### config.mk
export PLATFORM = sky130hd
export DESIGN_NAME = mdu_seq
export DESIGN_NICKNAME = d
export VERILOG_FILES = /design/src/rtl/mdu_seq.sv
export SDC_FILE = /design/constraint.sdc
export NUM_CORES = 1
export LEC_CHECK = 0
export ABC_AREA = 1
export CORE_UTILIZATION = 40
export CTS_CLUSTER_SIZE = 10
export DETAILED_ROUTE_END_ITERATION = 16
export GPL_TIMING_DRIVEN = 0
export PLACE_DENSITY_LB_ADDON = 0.15
export SETUP_SLACK_MARGIN = 0.02
export SLEW_MARGIN = 5
export SYNTH_ARGS = -nofsm -noshare
export SYNTH_HDL_FRONTEND = slang
export SYNTH_SLANG_ARGS = --single-unit
### constraint.sdc
create_clock -name clk -period 5.9 [get_ports clk]
set_input_delay 0.885 -clock clk [delete_from_list [all_inputs] [get_ports clk]]
set_output_delay 0.885 -clock clk [all_outputs]
set_load 0.05 [all_outputs]
### src/rtl/mdu_seq.sv
// mdu_seq: iterative multiply/divide unit with architectural HI/LO.
// Shift-add multiply and restoring divide on magnitudes, signs fixed at the end.
module mdu_seq #(
    parameter int WIDTH = 32,
    parameter int CNTW  = 6
) (
    input  logic             clk,
    input  logic             rst_n,
    input  logic             start,
    input  logic [5:0]       funct,
    input  logic [WIDTH-1:0] a,
    input  logic [WIDTH-1:0] b,
    output logic             busy,
    output logic             done,
    output logic             dbz,
    output logic [WIDTH-1:0] hi,
    output logic [WIDTH-1:0] lo
);

    localparam logic [5:0] F_MULT  = 6'h18;
    localparam logic [5:0] F_MULTU = 6'h19;
    localparam logic [5:0] F_DIV   = 6'h1A;
    localparam logic [5:0] F_DIVU  = 6'h1B;
    localparam logic [5:0] F_MTHI  = 6'h11;
    localparam logic [5:0] F_MTLO  = 6'h13;
    localparam logic [CNTW-1:0] LAST = CNTW'(WIDTH - 1);

    typedef enum logic [1:0] {
        IDLE,
        CALC,
        FIX
    } state_t;

    state_t state, state_nxt;

    logic dec_md, dec_div, dec_sgn, dec_mthi, dec_mtlo;
    logic accept_md, accept_mt;

    logic [WIDTH-1:0]   a_q, b_q, ma;
    logic [2*WIDTH-1:0] acc;
    logic [CNTW-1:0]    cnt;
    logic               op_div, op_sgn;

    logic [WIDTH-1:0]   a_mag, b_mag;
    logic [WIDTH:0]     mul_sum, div_t, div_r;
    logic               div_ge;
    logic [2*WIDTH-1:0] mul_nxt, div_nxt;

    logic               fix_neg, rem_neg, fix_dbz;
    logic [2*WIDTH-1:0] prod;
    logic [WIDTH-1:0]   quo, rem, fix_hi, fix_lo;

    // Decode the function code into operation class and signedness.
    always_comb begin
        dec_md   = 1'b0;
        dec_div  = 1'b0;
        dec_sgn  = 1'b0;
        dec_mthi = 1'b0;
        dec_mtlo = 1'b0;
        case (funct)
            F_MULT:  begin dec_md = 1'b1; dec_sgn = 1'b1; end
            F_MULTU: begin dec_md = 1'b1; end
            F_DIV:   begin dec_md = 1'b1; dec_div = 1'b1; dec_sgn = 1'b1; end
            F_DIVU:  begin dec_md = 1'b1; dec_div = 1'b1; end
            F_MTHI:  dec_mthi = 1'b1;
            F_MTLO:  dec_mtlo = 1'b1;
            default: ;
        endcase
    end

    assign accept_md = start && (state == IDLE) && dec_md;
    assign accept_mt = start && (state == IDLE) && (dec_mthi || dec_mtlo);
    assign busy      = (state != IDLE);

    assign a_mag = (dec_sgn && a[WIDTH-1]) ? -a : a;
    assign b_mag = (dec_sgn && b[WIDTH-1]) ? -b : b;

    // One iteration of shift-add multiply and of restoring divide.
    always_comb begin
        mul_sum = {1'b0, acc[2*WIDTH-1:WIDTH]} + (acc[0] ? {1'b0, ma} : '0);
        mul_nxt = {mul_sum, acc[WIDTH-1:1]};
        div_t   = acc[2*WIDTH-1:WIDTH-1];
        div_ge  = (div_t >= {1'b0, ma});
        div_r   = div_ge ? (div_t - {1'b0, ma}) : div_t;
        div_nxt = {div_r[WIDTH-1:0], acc[WIDTH-2:0], div_ge};
    end

    // Apply result signs and the divide-by-zero override.
    always_comb begin
        fix_neg = op_sgn & (a_q[WIDTH-1] ^ b_q[WIDTH-1]);
        rem_neg = op_sgn & a_q[WIDTH-1];
        fix_dbz = op_div && (b_q == '0);
        prod    = fix_neg ? -acc : acc;
        quo     = acc[WIDTH-1:0];
        rem     = acc[2*WIDTH-1:WIDTH];
        if (fix_neg) quo = -acc[WIDTH-1:0];
        if (rem_neg) rem = -acc[2*WIDTH-1:WIDTH];
        fix_hi  = prod[2*WIDTH-1:WIDTH];
        fix_lo  = prod[WIDTH-1:0];
        if (op_div) begin
            fix_hi = fix_dbz ? a_q : rem;
            fix_lo = fix_dbz ? '1 : quo;
        end
    end

    // State register.
    always_ff @(posedge clk or negedge rst_n) begin
        if (!rst_n) state <= IDLE;
        else        state <= state_nxt;
    end

    // Next-state logic.
    always_comb begin
        state_nxt = state;
        case (state)
            IDLE:    if (accept_md) state_nxt = CALC;
            CALC:    if (cnt == LAST) state_nxt = FIX;
            FIX:     state_nxt = IDLE;
            default: state_nxt = IDLE;
        endcase
    end

    // Work registers: operand capture and iteration.
    always_ff @(posedge clk or negedge rst_n) begin
        if (!rst_n) begin
            a_q    <= '0;
            b_q    <= '0;
            ma     <= '0;
            acc    <= '0;
            cnt    <= '0;
            op_div <= 1'b0;
            op_sgn <= 1'b0;
        end else if (accept_md) begin
            a_q    <= a;
            b_q    <= b;
            op_div <= dec_div;
            op_sgn <= dec_sgn;
            cnt    <= '0;
            ma     <= dec_div ? b_mag : a_mag;
            acc    <= {{WIDTH{1'b0}}, (dec_div ? a_mag : b_mag)};
        end else if (state == CALC) begin
            cnt <= cnt + CNTW'(1);
            acc <= op_div ? div_nxt : mul_nxt;
        end
    end

    // Architectural HI/LO and the done/dbz pulses.
    always_ff @(posedge clk or negedge rst_n) begin
        if (!rst_n) begin
            hi   <= '0;
            lo   <= '0;
            done <= 1'b0;
            dbz  <= 1'b0;
        end else begin
            done <= 1'b0;
            dbz  <= 1'b0;
            if (accept_mt) begin
                if (dec_mthi) hi <= a;
                else          lo <= a;
                done <= 1'b1;
            end else if (state == FIX) begin
                hi   <= fix_hi;
                lo   <= fix_lo;
                done <= 1'b1;
                dbz  <= fix_dbz;
            end
        end
    end

endmodule
==> metrics.md, run 1 <==
| Metric | Value |
|---|---|
| DRC viols | `0` |
| RSZ-0062 raised after global routing | `false` |
| Top Metal Used | `met4` |
| First-pass GRT wire length | `approximately 160,000 um` |
| Clk slew on worst S/H paths | `0.06 ns` |
| Synth unique cells | `50` |
| Pins Over Slew Limit | `0` |
| Vias | `around 26,000` |
| Worst-path fanout max | `10` |
| Crit Path Category | `in -> reg` |
| DP HPWL | `~94,000 um` |
| Power, Total | `between 0.01 and 0.015 W` |
| Net count after synthesis | `~3,800` |
| Period Utilization, post-route | `a little under three fifths` |
| Layout cells sized above 1 | `between 4 and 5%` |
| Die width | `approximately 230 um` |
| Vias per Instance | `between 5 and 6` |
| CTS Buffer Depth | `3` |
| Seq cells post-synth | `approximately 240` |
| Met2 Wirelength | `48,200 um` |
| Final Hold Fails | `0` |
| Relative slew slack | `21.0%` |
| CP Launch Type | `input port` |
| Slowest stage cell, crit path | `o21ai_2` |
| Worst-Skew Late Latency | `a little over 0.6 ns` |
| Post-Route WL | `approximately 110,000 um` |
| Final nets | `between 3,000 and 4,000` |
| Cell Area, Synth | `between 20,000 and 25,000 sq um` |
| GRT Total Usage | `~40%` |
| EDFF count, synth | `0` |
| Largest net degree at the start of global routing | `approximately 110` |
| CP peak stage delay | `0.57 ns` |
| # Max-Cap Violations | `0` |
| Ys async rst share | `100%` |
| Crit path DAT | `approximately 3.9 ns` |
| Top_reg_cell synth | `dfrtp_1` |
| Clock Skew | `roughly 0.017 ns` |
| Fin area | `24,900 sq um` |
| Yosys Warn Count | `0` |
| CTS Root Buffer Type | `clkbuf_16` |
| WL met1 | `between 40,000 and 50,000 um` |
| Sequential area share after synthesis | `27.2%` |
| Crit path time final | `about 3.3 ns` |
| CTS Hold Bufs | `0` |
| Leakage | `around 12 nW` |
| Final RePlAce weighted congestion | `1.09` |
| Mean routed wirelength per cell | `between 20 and 25 um` |
| P&R area growth vs syn | `14.7%` |
| Synth area leaders | `dfrtp_1, nand2_1, nor2_1` |
| Setup crit end kind | `flip-flop` |
| Biggest area consumer among synthesized cells | `dfrtp_1` |
| PortBufs | `between 100 and 150` |
| TritonCTS buffer count | `29` |
| Slew @ Worst Pin | `1.17 ns` |
| Initial DRC Count | `~3,300` |
| CTS sink count | `between 200 and 250` |
| Most frequent cells after synthesis | `nand2_1, nor2_1, inv_1` |
| Vias in the first global route | `between 20,000 and 25,000` |
| Syn_area_per_cell | `around 5.9 sq um` |
| Post-CTS resize count | `0` |
| Reg2Reg Setup Slack | `between 2 and 3 ns` |
| Syn Inst Count | `between 3,000 and 4,000` |
| Peak VDD IR | `roughly 0.27 mV` |
| Hold Path Class | `in -> async` |
| Fmax | `roughly 300 MHz` |
| Most numerous cell in the Yosys netlist | `nand2_1` |
| Initial antenna violation count | `3` |
| DRT Pass-1 Iters | `6` |
| Fillers | `between 5,000 and 6,000` |
| Count of final setup violators | `0` |
| Starting density of the core | `between 40 and 50%` |
| CTS tree | `yes` |
| Top-area cell type share of the netlist area | `27.2%` |
| Data required time of the worst path | `approximately 6.4 ns` |
| Overflow after GRT | `0` |
| Die H | `between 200 and 250 um` |
| Dpl cell area | `24,000 sq um` |
| Top-Level Pins | `between 100 and 150` |
| Diode count | `0` |
| Status | `completed` |
| Critical Path, Cell by Cell | `clkdlybuf4s50_1 > nand3_1 > nor3_2 > nand3_2 > o21ai_2 > clkbuf_1 > o21ai_0 > nand2_1` |
| Die ar. | `about 55,000 sq um` |
| Final ANT Viol Nets | `0` |
| Setup Fix Bufs, Post-CTS | `0` |
| Number of cell rows | `84` |
| H-tree Lvls | `1` |
| Core area | `around 53,000 sq um` |
| DR WL met3 | `about 12,000 um` |
| PwrDens | `~450 nW/um^2` |
## registers in the layout, summed over array words and instances, names as in the netlist
register / cells
hi: 32
b_q: 32
op_div: 1
state: 2
op_sgn: 1
acc: 64
ma: 32
cnt: 6
done: 1
lo: 32
a_q: 32
dbz: 1
## report_power, final
part	internal [W]	switching (W)	total, W	leakage [nW]
sequential	0.00198	0.000661	0.00264	2.87
combinational	0.00202	0.00469	0.00671	9.20
clock	0.000988	0.000756	0.00174	0.425
## final timing paths
check                           depth (start not counted)      end    start
min in group clk                                        1   cnt[5]   cnt[5]
worst min register to register                          1   cnt[5]   cnt[5]
worst max-delay path                                    8    lo[6]    start
max in group asynchronous                               2  b_q[21]    rst_n
worst min-delay path                                    1   hi[27]    rst_n
worst max register to register                         14  acc[63]  acc[32]
## final cells by class
cell class / instances / area (sq um) / share of cell area (%)
Inverter: 462 / 1730 / 6.97
Clock inverter: 3 / 55.1 / 0.221
Timing Repair Buffer: 141 / 1450 / 5.83
Multi-Input combinational cell: 2829 / 13400 / 54.0
Sequential cell: 236 / 5910 / 23.7
Clock buffer: 42 / 815 / 3.27
Tap cell: 688 / 861 / 3.46
Buffer: 134 / 628 / 2.52
## kinds of logic after synthesis
family,synth area share [%]
adders and majority gates,4.16
buffers and inverters,10.9
DFF,27.2
and+or+nand+nor,40.2
xor gates and xnor gates,3.15
AOI/OAI and AO/OA,14.4
## placed cells by master, fill, tap and decap left out, types with 4 or more instances in the layout
| master | instances |
|---|---|
| nor2_4 | 6 |
| buf_2 | 42 |
| nor4_1 | 4 |
| buf_4 | 6 |
| clkbuf_8 | 4 |
| o21bai_1 | 15 |
| nor2_2 | 14 |
| clkdlybuf4s50_1 | 138 |
| nand2_1 | 1164 |
| o22ai_1 | 15 |
| or2_2 | 6 |
| nor3_1 | 28 |
| xnor2_1 | 6 |
| a31oi_1 | 22 |
| inv_1 | 446 |
| ha_1 | 69 |
| o211ai_1 | 35 |
| nand2_2 | 9 |
| nor2_1 | 515 |
| xor2_1 | 72 |
| dfrtp_1 | 236 |
| nand3_1 | 274 |
| buf_1 | 9 |
| clkbuf_16 | 29 |
| nand3b_1 | 18 |
| a21o_1 | 8 |
| o221ai_1 | 6 |
| and2_1 | 6 |
| a21oi_1 | 186 |
| inv_2 | 14 |
| clkbuf_1 | 81 |
| a22oi_1 | 7 |
| o21ai_1 | 18 |
| o21ai_0 | 242 |
| nor3_2 | 5 |
| o21ai_2 | 5 |
| nand4_1 | 54 |
## per-stage QoR
| stage | hold slack, ns | setup slack (ns) | utilization, % | cells | TNS, ns |
|---|---|---|---|---|---|
| 2_1_floorplan | 0.435 | 3.52 | - | 3661 | 0 |
| 3_3_place_gp | 0.466 | -6.73 | 45.1 | 4488 | -1570.33 |
| 3_5_place_dp | 0.465 | 2.06 | 45.2 | 4490 | 0 |
| 4_1_cts | 0.142 | 2.66 | 46.9 | 4535 | 0 |
| 5_1_grt | 0.155 | 2.40 | 46.9 | 4535 | 0 |
| 6_report | 0.141 | 2.57 | 46.9 | 4535 | 0 |
## per-layer routing
layer / global-route usage (%) / vias to the layer above
met3: 8.25 / 225
met2: 60.9 / 1408
met1: 55.1 / 12300
met4: 17.0 / 0
li1: - / 12100
met5: 0 / -
## critical path, delay by kind of cell
| kind | cells | cell delay (ns) |
|---|---|---|
| AOI/OAI and AO/OA | 2 | 0.92 |
| buffers and inverters | 2 | 1.03 |
| and+or+nand+nor | 4 | 1.02 |
Note: power is estimated with default switching activity, not from simulation.
==> run 2: changes to the inputs <==
==> constraint.sdc (replaced) <==
create_clock -name clk -period 3.1 [get_ports clk]
set_input_delay 0.465 -clock clk [delete_from_list [all_inputs] [get_ports clk]]
set_output_delay 0.465 -clock clk [all_outputs]
set_load 0.05 [all_outputs]
==> run 2 against run 1 <==
  * Non-clock buffer count increased by 1
  * Clock power is 91% higher
  * Clock skew is 0.00092 ns higher
  * Largest cell class unchanged
  * Flip-flop and latch count is the same
  * Total power increased by 91%
==> metrics.md, run 2 (synthesis results as in run 1) <==
| Metric | Value |
|---|---|
| Crit path DAT | `3.53 ns (was 3.87 ns)` |
| WHS | `0.318 ns (was 0.141 ns)` |
| RSZ-0062 raised after global routing | `true (was false)` |
| GRT Total Usage | `40.1% (about the same)` |
| Final RePlAce weighted congestion | `1.09 (unchanged)` |
| Switching share of power | `55.0% (about the same)` |
| Top-Level Pins | `140 (unchanged)` |
| Die width | `235 um (unchanged)` |
| CTS Buffer Depth | `3 (unchanged)` |
| Commonest non-fill, non-tap cell in the layout | `nand2_1 (unchanged)` |
| Crit path time final | `3.03 ns` |
| Core area | `53,100 sq um (unchanged)` |
| Clock Power Share | `15.7% (about the same)` |
| Vias in the first global route | `24,300 (about the same)` |
| Clock Skew | `0.0177 ns (was 0.0168 ns)` |
| Max reg flops | `64 (unchanged)` |
| Post-Route WL | `113,000 um (about the same)` |
| Worst-Skew Late Latency | `0.61 ns (about the same)` |
| CP Launch Type | `flip-flop (was input port)` |
| Worst-path fanout max | `10 (unchanged)` |
| Vias per Instance | `5.73 (about the same)` |
| Switching power | `0.0116 W (was 0.00610 W)` |
| Status | `completed (unchanged)` |
| PwrDens | `848 nW/um^2 (was 446 nW/um^2)` |
| Final Hold Fails | `0 (unchanged)` |
| CTS sink count | `236 (unchanged)` |
| CTS Root Buffer Type | `clkbuf_16 (unchanged)` |
| CTS tree | `yes (unchanged)` |
| Overflow after GRT | `0 (unchanged)` |
| PortBufs | `139 (unchanged)` |
| Data required time of the worst path | `3.59 ns (was 6.44 ns)` |
| Clk slew on worst S/H paths | `0.06 ns (about the same)` |
| H-tree Lvls | `1 (unchanged)` |
| Final ANT Viol Nets | `0 (unchanged)` |
| Initial antenna violation count | `3 (unchanged)` |
| # Max-Cap Violations | `0 (unchanged)` |
| Starting density of the core | `40.9% (unchanged)` |
| Setup_tns | `0 ns (unchanged)` |
| Crit Path Category | `reg -> reg (was in -> reg)` |
| Hold Path Class | `in -> async (unchanged)` |
| Period Utilization, post-route | `a little over nine tenths` |
| Fmax | `between 300 and 400 MHz` |
| Final Core Density | `47.0% (was 46.9%)` |
| Relative slew slack | `18.8% (was 21.0%)` |
| Pins Over Slew Limit | `0 (unchanged)` |
| Internal | `0.00952 W (was 0.00499 W)` |
| TritonCTS buffer count | `29 (unchanged)` |
| Most frequent cells in the layout | `nand2_1, nor2_1, inv_1, nand3_1, o21ai_0 (unchanged)` |
| Number of cell rows | `84 (unchanged)` |
| Die ar. | `55,200 sq um (unchanged)` |
| P&R area growth vs syn | `14.9% (was 14.7%)` |
| Mean routed wirelength per cell | `24.9 um (about the same)` |
| First-pass GRT wire length | `163,000 um (about the same)` |
| Largest net degree at the start of global routing | `106 (unchanged)` |
| Layout cells sized above 1 | `4.42% (was 4.06%)` |
| Slew @ Worst Pin | `1.20 ns (was 1.17 ns)` |
| Count of final setup violators | `0 (unchanged)` |
| Setup Fix Bufs, Post-CTS | `0 (unchanged)` |
| Pre-CTS WS | `-0.324 ns (was 2.06 ns)` |
| Peak VDD IR | `0.519 mV (was 0.272 mV)` |
| Flop pwr share | `23.8% (about the same)` |
| Top reg by flops | `acc (unchanged)` |
| Initial DRC Count | `3,201 (was 3,268)` |
| Min setup slack post-route | `0.0660 ns (was 2.57 ns)` |
| DRT Pass-1 Iters | `8 (was 6)` |
| Final nets | `3,978 (was 3,977)` |
| Leakage | `12.5 nW (about the same)` |
| Vias | `26,000 (about the same)` |
| DP HPWL | `93,800 um (unchanged)` |
| DRC viols | `0 (unchanged)` |
| Setup crit end kind | `flip-flop (unchanged)` |
| Die H | `235 um (unchanged)` |
| Logic gate share of total power | `60.5% (about the same)` |
==> run 2: cell count changes in the layout (fill, tap and decap cells not counted), sizes merged <==
cell         change
diode            +1
dlygate4sd3      +1
==> run 2: layout make-up <==
| cell class | instances | area (sq um) |
|---|---|---|
| multi-input cells | 2829 | 13500 |
| flip-flops and latches | 236 | 5910 |
| fillers | 5816 | 28100 |
| repair buffers | 142 | 1460 |
| inverters | 462 | 1730 |
| well taps | 688 | 861 |
| diodes | 1 | 2.50 |
| plain buffers | 134 | 638 |
| clock inverters | 3 | 55.1 |
| clock buffers | 42 | 815 |
==> run 2: path summary, 6_finish.rpt <==
check	startpoint	slack, ns	to	depth (start not counted)
setup / recovery	acc[37]	0.07	acc[40]	14
hold / removal	rst_n	0.32	hi[27]	2
setup reg to reg	acc[37]	0.07	acc[40]	14
hold reg to reg	cnt[5]	0.47	cnt[5]	1
max in group asynchronous	rst_n	1.90	b_q[23]	3
min in group clk	cnt[5]	0.47	cnt[5]	1
==> run 2: critical path, stage by stage (launching register included) <==
cell and delay, ns:
dfrtp_1 0.55, ha_1 0.46, nand2_1 0.12, nor2_2 0.14, nand3_1 0.08, nand3_1 0.16, nand2_1 0.10, nand2_2 0.13
nand2_2 0.15, nand2_4 0.15, buf_12 0.16, buf_6 0.20, nand4_1 0.24, nand3b_1 0.19, nand2_1 0.06
==> run 2: per-stage QoR <==
step           cells  cell area [sq um]  total power (W)
2_1_floorplan   3661              21700           0.0127
3_3_place_gp    4488              24000           0.0174
3_5_place_dp    4490              24000           0.0174
4_1_cts         4536              24900           0.0207
5_1_grt         4536              24900           0.0225
6_report        4537              24900           0.0211
==> run 2: timing repair <==
action                                  in CTS  in global routing
gates resized for setup                      3                 24
hold buffers                                 1                  0
endpoints found under the setup margin       5                 31
cloned                                       0                  0
endpoints found under the hold margin       26                  0
==> run 2: power by group through the flow <==
stage / Combinational, W / Clock (W) / Sequential (W)
4_1_cts: 0.0124 / 0.00333 / 0.00497
5_1_grt: 0.0140 / 0.00343 / 0.00505
6_report: 0.0128 / 0.00332 / 0.00503
3_5_place_dp: 0.0124 / 0 / 0.00502
2_1_floorplan: 0.00798 / 0 / 0.00474
3_3_place_gp: 0.0124 / 0 / 0.00503
==> run 2: routing by layer <==
metal,vias to the layer above,global-route usage (%),part of all wire [%],wire length [um]
met5,-,0,0,0
met4,0,17.0,4.7,5350
met3,228,8.25,10,11700
met2,1399,60.9,43,48300
met1,12300,55.1,42,47600
li1,12100,-,-,-
